## src/rtl/cache_arb_pkg.sv

```systemverilog
// ---------------------------------------------------------------------------
// cache_arb_pkg
// Shared types and default sizes for the I/D cache to line-BRAM arbiter.
//   state_t : arbiter FSM states (IDLE, BUSY, RELEASE)
//   owner_t : which cache owns the current BRAM transaction
//   DEF_LINE_WIDTH / DEF_MEM_ADDR_BITS : default line and line-address widths
// ---------------------------------------------------------------------------
package cache_arb_pkg;

   localparam int DEF_LINE_WIDTH    = 128;
   localparam int DEF_MEM_ADDR_BITS = 15;

   typedef enum logic [1:0] {
      IDLE    = 2'd0,
      BUSY    = 2'd1,
      RELEASE = 2'd2
   } state_t;

   typedef enum logic {
      OWN_D = 1'b0,
      OWN_I = 1'b1
   } owner_t;

endpackage

```

## src/rtl/cache_bram_arbiter_if.sv

```systemverilog
// ---------------------------------------------------------------------------
// cache_bram_arbiter_if
// Bundles the I-cache port, D-cache port and BRAM port of the arbiter.
//   slave  : arbiter view (cache requests and BRAM completion are inputs;
//            valid pulses, shared rdata, err and mem_* bus are outputs)
//   master : environment view (caches + BRAM), directions reversed
// Parameters: MEM_ADDR_BITS (line address width), LINE_WIDTH (line width).
// ---------------------------------------------------------------------------
interface cache_bram_arbiter_if
   import cache_arb_pkg::*;
#(
   parameter int MEM_ADDR_BITS = DEF_MEM_ADDR_BITS,
   parameter int LINE_WIDTH    = DEF_LINE_WIDTH
);

   // I-cache side
   logic                     i_req;
   logic                     i_write;
   logic [MEM_ADDR_BITS-1:0] i_addr;
   logic [LINE_WIDTH-1:0]    i_wdata;
   logic                     i_valid;

   // D-cache side
   logic                     d_req;
   logic                     d_write;
   logic [MEM_ADDR_BITS-1:0] d_addr;
   logic [LINE_WIDTH-1:0]    d_wdata;
   logic                     d_valid;

   // shared completion data
   logic [LINE_WIDTH-1:0]    rdata;
   logic                     err;

   // BRAM side
   logic                     mem_req;
   logic                     mem_write;
   logic [MEM_ADDR_BITS-1:0] mem_addr;
   logic [LINE_WIDTH-1:0]    mem_wdata;
   logic [LINE_WIDTH-1:0]    mem_rdata;
   logic                     mem_valid;

   modport slave (
      input  i_req, i_write, i_addr, i_wdata,
      input  d_req, d_write, d_addr, d_wdata,
      input  mem_rdata, mem_valid,
      output i_valid, d_valid, rdata, err,
      output mem_req, mem_write, mem_addr, mem_wdata
   );

   modport master (
      output i_req, i_write, i_addr, i_wdata,
      output d_req, d_write, d_addr, d_wdata,
      output mem_rdata, mem_valid,
      input  i_valid, d_valid, rdata, err,
      input  mem_req, mem_write, mem_addr, mem_wdata
   );

endinterface

```

## src/rtl/cache_arb_timeout.sv

```systemverilog
// ---------------------------------------------------------------------------
// cache_arb_timeout
// Up counter that measures how long a BRAM transaction has been outstanding.
//   clk, rst_n : clock, synchronous active-low reset
//   clr        : restart counting from 0 (takes priority over en)
//   en         : count this cycle
//   expire     : high while enabled and the count has reached LIMIT-1
// Parameter LIMIT: number of enabled cycles in one timeout window (>= 2).
// ---------------------------------------------------------------------------
module cache_arb_timeout #(
   parameter int LIMIT = 255
) (
   input  logic clk,
   input  logic rst_n,
   input  logic clr,
   input  logic en,
   output logic expire
);

   localparam int CW = (LIMIT > 2) ? $clog2(LIMIT) : 1;

   logic [CW-1:0] count;

   always_ff @(posedge clk) begin
      if (!rst_n) begin
         count <= '0;
      end else if (clr) begin
         count <= '0;
      end else if (en) begin
         count <= count + CW'(1);
      end
   end

   // Gated by en so a stale count outside a transaction never fires.
   assign expire = en && (count == CW'(LIMIT - 1));

endmodule

```

## src/rtl/cache_bram_arbiter.sv

```systemverilog
// ---------------------------------------------------------------------------
// cache_bram_arbiter
// Serialises I-cache and D-cache line refills/writebacks onto one line BRAM.
// One transaction at a time, D wins ties, every transaction is bounded by a
// timeout, and each cache gets a single-cycle registered valid pulse.
//
// Ports:
//   HCLK     : clock
//   HRESETn  : synchronous active-low reset
//   bus      : cache_bram_arbiter_if.slave
//              i_* / d_* request ports, i_valid / d_valid pulses,
//              shared rdata + err, mem_* BRAM request/response
//
// Parameters: MEM_ADDR_BITS, LINE_WIDTH, TIMEOUT_CYCLES (>= 2),
//             MAX_D_STREAK (only with CACHE_ARB_FAIRNESS_EN).
//
// Build option: define CACHE_ARB_FAIRNESS_EN to let the I port win a tie
// after MAX_D_STREAK consecutive contested D grants. Without it every tie
// goes to D.
// ---------------------------------------------------------------------------
module cache_bram_arbiter
   import cache_arb_pkg::*;
#(
   parameter int MEM_ADDR_BITS  = DEF_MEM_ADDR_BITS,
   parameter int LINE_WIDTH     = DEF_LINE_WIDTH,
   parameter int TIMEOUT_CYCLES = 255,
   parameter int MAX_D_STREAK   = 4
) (
   input logic                  HCLK,
   input logic                  HRESETn,
   cache_bram_arbiter_if.slave  bus
);

   state_t                   state_q, state_d;
   owner_t                   owner_q, owner_d;
   logic                     mem_req_q, mem_req_d;
   logic                     mem_write_q, mem_write_d;
   logic [MEM_ADDR_BITS-1:0] mem_addr_q, mem_addr_d;
   logic [LINE_WIDTH-1:0]    mem_wdata_q, mem_wdata_d;
   logic [LINE_WIDTH-1:0]    rdata_q, rdata_d;
   logic                     i_valid_q, i_valid_d;
   logic                     d_valid_q, d_valid_d;
   logic                     err_q, err_d;

   logic                     tmo_clr, tmo_en, tmo_expire;
   logic                     any_req, grant_i, i_turn;

   // ------------------------------------------------------------------
   // Tie-break: i_turn says the I port wins a contested grant.
   // ------------------------------------------------------------------
`ifdef CACHE_ARB_FAIRNESS_EN
   localparam int SW = (MAX_D_STREAK > 0) ? $clog2(MAX_D_STREAK + 1) : 1;

   logic [SW-1:0] streak_q, streak_d;

   assign i_turn = (streak_q == SW'(MAX_D_STREAK));
`else
   logic [31:0] unused_streak_cfg;

   assign unused_streak_cfg = 32'(MAX_D_STREAK);
   assign i_turn            = 1'b0;
`endif

   assign any_req = bus.i_req || bus.d_req;
   assign grant_i = bus.i_req && (!bus.d_req || i_turn);

   cache_arb_timeout #(
      .LIMIT (TIMEOUT_CYCLES)
   ) u_tmo (
      .clk    (HCLK),
      .rst_n  (HRESETn),
      .clr    (tmo_clr),
      .en     (tmo_en),
      .expire (tmo_expire)
   );

   // ------------------------------------------------------------------
   // State and output registers
   // ------------------------------------------------------------------
   always_ff @(posedge HCLK) begin
      if (!HRESETn) begin
         state_q     <= IDLE;
         owner_q     <= OWN_D;
         mem_req_q   <= 1'b0;
         mem_write_q <= 1'b0;
         mem_addr_q  <= '0;
         mem_wdata_q <= '0;
         rdata_q     <= '0;
         i_valid_q   <= 1'b0;
         d_valid_q   <= 1'b0;
         err_q       <= 1'b0;
`ifdef CACHE_ARB_FAIRNESS_EN
         streak_q    <= '0;
`endif
      end else begin
         state_q     <= state_d;
         owner_q     <= owner_d;
         mem_req_q   <= mem_req_d;
         mem_write_q <= mem_write_d;
         mem_addr_q  <= mem_addr_d;
         mem_wdata_q <= mem_wdata_d;
         rdata_q     <= rdata_d;
         i_valid_q   <= i_valid_d;
         d_valid_q   <= d_valid_d;
         err_q       <= err_d;
`ifdef CACHE_ARB_FAIRNESS_EN
         streak_q    <= streak_d;
`endif
      end
   end

   // ------------------------------------------------------------------
   // Next state / next outputs
   // ------------------------------------------------------------------
   always_comb begin
      state_d     = state_q;
      owner_d     = owner_q;
      mem_req_d   = mem_req_q;
      mem_write_d = mem_write_q;
      mem_addr_d  = mem_addr_q;
      mem_wdata_d = mem_wdata_q;
      rdata_d     = rdata_q;
      i_valid_d   = 1'b0;        // valid/err are single-cycle pulses
      d_valid_d   = 1'b0;
      err_d       = 1'b0;
      tmo_clr     = 1'b0;
      tmo_en      = 1'b0;
`ifdef CACHE_ARB_FAIRNESS_EN
      streak_d    = streak_q;
`endif

      unique case (state_q)
         IDLE: begin
            if (any_req) begin
               owner_d     = grant_i ? OWN_I : OWN_D;
               mem_req_d   = 1'b1;
               mem_write_d = grant_i ? bus.i_write : bus.d_write;
               mem_addr_d  = grant_i ? bus.i_addr  : bus.d_addr;
               mem_wdata_d = grant_i ? bus.i_wdata : bus.d_wdata;
               tmo_clr     = 1'b1;
               state_d     = BUSY;
`ifdef CACHE_ARB_FAIRNESS_EN
               // Only D grants that beat a waiting I count towards the streak.
               if (grant_i) begin
                  streak_d = '0;
               end else if (bus.i_req && !i_turn) begin
                  streak_d = streak_q + SW'(1);
               end
`endif
            end
         end

         BUSY: begin
            // Requests are not looked at here; mem_* stays frozen.
            tmo_en = 1'b1;
            if (bus.mem_valid || tmo_expire) begin
               mem_req_d   = 1'b0;
               mem_write_d = 1'b0;
               mem_addr_d  = '0;
               mem_wdata_d = '0;
               if (owner_q == OWN_I) begin
                  i_valid_d = 1'b1;
               end else begin
                  d_valid_d = 1'b1;
               end
               // A real completion beats a timeout landing the same cycle.
               if (bus.mem_valid) begin
                  if (!mem_write_q) begin
                     rdata_d = bus.mem_rdata;
                  end
               end else begin
                  err_d   = 1'b1;
                  rdata_d = '0;
               end
               state_d = RELEASE;
            end
         end

         RELEASE: begin
            // One dead cycle lets the served cache drop its request.
            state_d = IDLE;
         end

         default: begin
            state_d = IDLE;
         end
      endcase
   end

   assign bus.mem_req   = mem_req_q;
   assign bus.mem_write = mem_write_q;
   assign bus.mem_addr  = mem_addr_q;
   assign bus.mem_wdata = mem_wdata_q;
   assign bus.rdata     = rdata_q;
   assign bus.i_valid   = i_valid_q;
   assign bus.d_valid   = d_valid_q;
   assign bus.err       = err_q;

endmodule
```

## src/flat_wrapper.sv

```systemverilog
// flat-port wrapper written by rule: the top's interface ports become plain ports
module cache_bram_arbiter_flat import cache_arb_pkg::*;
#(
   parameter int MEM_ADDR_BITS  = DEF_MEM_ADDR_BITS,
   parameter int LINE_WIDTH     = DEF_LINE_WIDTH,
   parameter int TIMEOUT_CYCLES = 255,
   parameter int MAX_D_STREAK   = 4
)
  (HCLK, HRESETn, bus_i_req, bus_i_write, bus_i_addr, bus_i_wdata, bus_d_req, bus_d_write, bus_d_addr, bus_d_wdata, bus_mem_rdata, bus_mem_valid, bus_i_valid, bus_d_valid, bus_rdata, bus_err, bus_mem_req, bus_mem_write, bus_mem_addr, bus_mem_wdata);
  cache_bram_arbiter_if #(.MEM_ADDR_BITS(MEM_ADDR_BITS), .LINE_WIDTH(LINE_WIDTH)) bus_i ();
  input logic HCLK;
  input logic HRESETn;
  input wire logic [$bits(bus_i.i_req)-1:0] bus_i_req;
  input wire logic [$bits(bus_i.i_write)-1:0] bus_i_write;
  input wire logic [$bits(bus_i.i_addr)-1:0] bus_i_addr;
  input wire logic [$bits(bus_i.i_wdata)-1:0] bus_i_wdata;
  input wire logic [$bits(bus_i.d_req)-1:0] bus_d_req;
  input wire logic [$bits(bus_i.d_write)-1:0] bus_d_write;
  input wire logic [$bits(bus_i.d_addr)-1:0] bus_d_addr;
  input wire logic [$bits(bus_i.d_wdata)-1:0] bus_d_wdata;
  input wire logic [$bits(bus_i.mem_rdata)-1:0] bus_mem_rdata;
  input wire logic [$bits(bus_i.mem_valid)-1:0] bus_mem_valid;
  output wire logic [$bits(bus_i.i_valid)-1:0] bus_i_valid;
  output wire logic [$bits(bus_i.d_valid)-1:0] bus_d_valid;
  output wire logic [$bits(bus_i.rdata)-1:0] bus_rdata;
  output wire logic [$bits(bus_i.err)-1:0] bus_err;
  output wire logic [$bits(bus_i.mem_req)-1:0] bus_mem_req;
  output wire logic [$bits(bus_i.mem_write)-1:0] bus_mem_write;
  output wire logic [$bits(bus_i.mem_addr)-1:0] bus_mem_addr;
  output wire logic [$bits(bus_i.mem_wdata)-1:0] bus_mem_wdata;
  assign bus_i.i_req = bus_i_req;
  assign bus_i.i_write = bus_i_write;
  assign bus_i.i_addr = bus_i_addr;
  assign bus_i.i_wdata = bus_i_wdata;
  assign bus_i.d_req = bus_d_req;
  assign bus_i.d_write = bus_d_write;
  assign bus_i.d_addr = bus_d_addr;
  assign bus_i.d_wdata = bus_d_wdata;
  assign bus_i.mem_rdata = bus_mem_rdata;
  assign bus_i.mem_valid = bus_mem_valid;
  assign bus_i_valid = bus_i.i_valid;
  assign bus_d_valid = bus_i.d_valid;
  assign bus_rdata = bus_i.rdata;
  assign bus_err = bus_i.err;
  assign bus_mem_req = bus_i.mem_req;
  assign bus_mem_write = bus_i.mem_write;
  assign bus_mem_addr = bus_i.mem_addr;
  assign bus_mem_wdata = bus_i.mem_wdata;
  cache_bram_arbiter #(.MEM_ADDR_BITS(MEM_ADDR_BITS), .LINE_WIDTH(LINE_WIDTH), .TIMEOUT_CYCLES(TIMEOUT_CYCLES), .MAX_D_STREAK(MAX_D_STREAK)) u_core (.HCLK(HCLK), .HRESETn(HRESETn), .bus(bus_i));
endmodule
```

## config.mk

```make
export PLATFORM = sky130hd
export DESIGN_NAME = cache_bram_arbiter_flat
export DESIGN_NICKNAME = d
export VERILOG_FILES = /design/src/rtl/cache_arb_pkg.sv /design/src/rtl/cache_bram_arbiter_if.sv /design/src/rtl/cache_arb_timeout.sv /design/src/rtl/cache_bram_arbiter.sv /design/src/flat_wrapper.sv
export SDC_FILE = /design/constraint.sdc
export NUM_CORES = 1
export LEC_CHECK = 0
export ABC_AREA = 1
export BUFFER_PORTS_ARGS = -buffer_cell sky130_fd_sc_hd__buf_4
export CORE_AREA = 3 3 268 270
export DETAILED_ROUTE_END_ITERATION = 16
export DIE_AREA = 0 0 271 273
export PLACE_DENSITY = 0.42
export SLEW_MARGIN = 20
export SYNTH_ARGS = -nofsm -noshare
export SYNTH_HDL_FRONTEND = slang
export SYNTH_SLANG_ARGS = --single-unit
```

## constraint.sdc

```tcl
create_clock -name HCLK -period 1.9 [get_ports HCLK]
set_input_delay 0.285 -clock HCLK [delete_from_list [all_inputs] [get_ports HCLK]]
set_output_delay 0.285 -clock HCLK [all_outputs]
set_load 0.02 [all_outputs]
```

==> results.sh <==
export IMPL_synthCells=2206
export IMPL_grt_pass1_wl_mm=95.0
export IMPL_finClkSkew_ps=27.2
export IMPL_core_area_sq_um=69800
export IMPL_leakage_nw=10.9
export IMPL_crit_slowest_cell="dfxtp_1"
export IMPL_insertion_delay_ps=550
export IMPL_critPathBufInv=4
export IMPL_cpPeakStageDelay_ps=310
export IMPL_yosysSeqAreaShare=0.413
export IMPL_critPathKind="reg -> reg"
export IMPL_track_usage=0.163
export IMPL_cp_end_kind="register"
export IMPL_grt_max_degree=119
export IMPL_area_growth_pct=57.3
export IMPL_synth_cell_area_sq_um=13900
export IMPL_rsz0062_at_grt="true"
export IMPL_dp_hpwl_mm=48.5
export IMPL_crit_family="buffers and inverters"
export IMPL_start_util=0.200
export IMPL_syn_num_nets=2629
export IMPL_worst_pin_slew_ps=1090
export IMPL_clk_pin_slew_ps=50
export IMPL_syn_avg_cell_area_sq_um=6.31
export IMPL_slew_viol_final=0
export IMPL_grt_pass1_vias=15984
export IMPL_powerDensity_nw_per_um2=875
export IMPL_cts_sinks=287
export IMPL_gr_total_overflow=0
export IMPL_yosys_warnings=0
export IMPL_htree_levels=2
export IMPL_tns_ps=0
export IMPL_die_w_microns=271
export IMPL_via_per_inst=4.23
export IMPL_cp_start_kind="register"
export IMPL_total_power_mw=19.2
export IMPL_ir_drop_mv=0.550
export IMPL_period_needed_ps=1780
export IMPL_p_comb_frac=0.268
export IMPL_place_ws_ps=-321
export IMPL_max_freq_mhz=561
export IMPL_crit_required_ps=2340
export IMPL_io_pins=697
export IMPL_p_clk_frac=0.374
export IMPL_drive_gt1_frac=0.298
export IMPL_hold_viol=0
export IMPL_dr_total_vias=16272
export IMPL_cts_buffer_depth=3
export IMPL_num_rows=97
export IMPL_setup_viol=0
export IMPL_ant_nets=0
export IMPL_fin_crit_sh=0.938
export IMPL_totalWireLength_mm=64.2
export IMPL_cp_arrival_ps=2230
export IMPL_hp_class="in -> reg"
export IMPL_crit_chain="inv_1 -> ha_1 -> inv_1 -> nor2_1 -> nand2_1 -> a21oi_4 -> buf_12 -> buf_12 -> nand3_1 -> nand2_1 -> nor2_1"
export IMPL_p_sw_mw=6.08
export IMPL_yosys_register_bits=287
export IMPL_relSlewSlack=0.269
export IMPL_portBuffers=696
export IMPL_worstPathMaxFanout=49
export IMPL_drc=0
export IMPL_p_seq_frac=0.359
export IMPL_place_gp_congestion=0.867
export IMPL_placed_area_sq_um=20500
export IMPL_dr_pass1_iters=4
export IMPL_drv_cap=0
export IMPL_intPower_mw=13.1
export IMPL_cts_root_buf="clkbuf_16"
export IMPL_outcome="complete, no violations"
export IMPL_worst_slack_ps=118
export IMPL_routedWlPerCell_microns=16.7
export IMPL_yosysUniqueCellTypes=24
export IMPL_nNetsFinal=3296
export IMPL_fp_dieH_microns=273
export IMPL_antenna_found_initial=7
export IMPL_fp_dieArea_sq_um=74000
export IMPL_drtIter0Drc=793
export IMPL_cts_made_buffers=40
export IMPL_cts_tree="built"
export IMPL_switching_share=0.317
export IMPL_fin_area_sq_um=21900
## cell usage in the layout, fill, tap and decap left out, types with 3 or more instances in the layout
cell / Yosys / routed
a21oi_1: 233 / 233
buf_12: 0 / 24
buf_4: 28 / 761
buf_6: 11 / 3
clkbuf_1: 91 / 10
clkbuf_16: 0 / 43
clkbuf_8: 0 / 5
clkinv_2: 0 / 8
dfxtp_1: 287 / 287
diode_2: 0 / 7
dlygate4sd3_1: 0 / 9
inv_1: 155 / 155
inv_2: 5 / 4
nand2_1: 648 / 646
nand3_1: 152 / 152
nand4_1: 34 / 34
nor2_1: 406 / 405
nor3_1: 36 / 36
o21ai_0: 64 / 63
## routing by layer
metal  track usage  vias up  part of all wire  wire length, microns
met2         0.288      523              0.50                 32100
li1              -     8253                 -                     -
met1         0.184     7378              0.39                 25200
met5             0        -                 0                     0
met3        0.0416      118             0.066                  4240
met4        0.0781        0             0.041                  2660
## what timing repair did
action,in CTS,in global routing
buffers inserted,0,1
hold buffers,9,0
endpoints found under the hold margin,9,0
pin swaps,0,0
gates resized for setup,1,4
endpoints found under the setup margin,62,48
cloned,0,2
## through the flow
step,utilization,hold slack [ps],cells
5_1_grt,0.314,32.4,3845
3_3_place_gp,0.293,427,3759
2_1_floorplan,-,393,2206
6_report,0.314,49.4,3846
3_5_place_dp,0.293,424,3759
4_1_cts,0.312,1.99,3836
## synthesized netlist by cell type (all sizes together)
cell,n,area share
buf,84,0.038
or2,1,0.00045
clkbuf,91,0.025
nand2,650,0.18
xor2,1,0.00063
o21ai,64,0.023
nor2,406,0.11
nand4,34,0.015
and3,1,0.00045
ha,2,0.0018
inv,160,0.043
nand3,154,0.057
nor3,36,0.013
a21oi,234,0.085
dfxtp,287,0.41
a31oi,1,0.00045
## kinds of logic after synthesis
logic type | count (synthesis) | synth area share
AO/OA/AOI/OAI | 299 | 0.108
XOR/XNOR | 1 | 0.000629
adder cells (fa/ha/maj) | 2 | 0.00180
buffers and inverters | 335 | 0.106
flip-flops | 287 | 0.413
AND/OR/NAND/NOR | 1282 | 0.371
## sequential cells by signal, indices dropped and copies added, names as in the netlist
register              flops
u_core.bus.d_valid        1
u_core.u_tmo.count        8
u_core.bus.mem_wdata    128
u_core.bus.err            1
u_core.bus.mem_write      1
u_core.bus.mem_addr      15
u_core.bus.i_valid        1
u_core.owner_q            1
u_core.bus.mem_req        1
u_core.state_q            2
u_core.bus.rdata        128
## cell type report
type                       instances  area [sq um]
timing repair buffer             800          6390
clock buffer                      56          1130
antenna                            7          17.5
clock inverter                    12          96.3
inverter                         160           603
sequential                       287          5750
multi-input combinational       1584          6730
tap                              940          1180
fill                            7727         47900
## worst register-to-register path, cell delays in order (launching register included)
cell and delay [ps]:
dfxtp_1 310, inv_1 80, ha_1 150, inv_1 40
nor2_1 90, nand2_1 130, a21oi_4 180, buf_12 170
buf_12 250, nand3_1 180, nand2_1 80, nor2_1 40
## power groups by stage
stage               clock [mW]  sequential, mW  combinational (mW)
global route              7.72            6.94                5.64
global placement             0            6.98                5.09
floorplan                    0            7.61                1.99
finish                    7.16            6.87                5.13
CTS                       7.51            6.88                5.14
detailed placement           0            7.00                5.11
## final timing paths
| check | from | to | slack [ps] | cells past startpoint |
|---|---|---|---|---|
| worst max register to register | u_core.u_tmo.count[0] | u_core.bus.rdata[44] | 120 | 11 |
| worst min-delay path | bus_mem_rdata[114] | u_core.bus.rdata[114] | 50 | 5 |
| worst min register to register | u_core.owner_q | u_core.bus.d_valid | 430 | 1 |
| worst max-delay path | u_core.u_tmo.count[0] | u_core.bus.rdata[44] | 120 | 11 |
No activity file was read; power rests on OpenSTA's default activity.
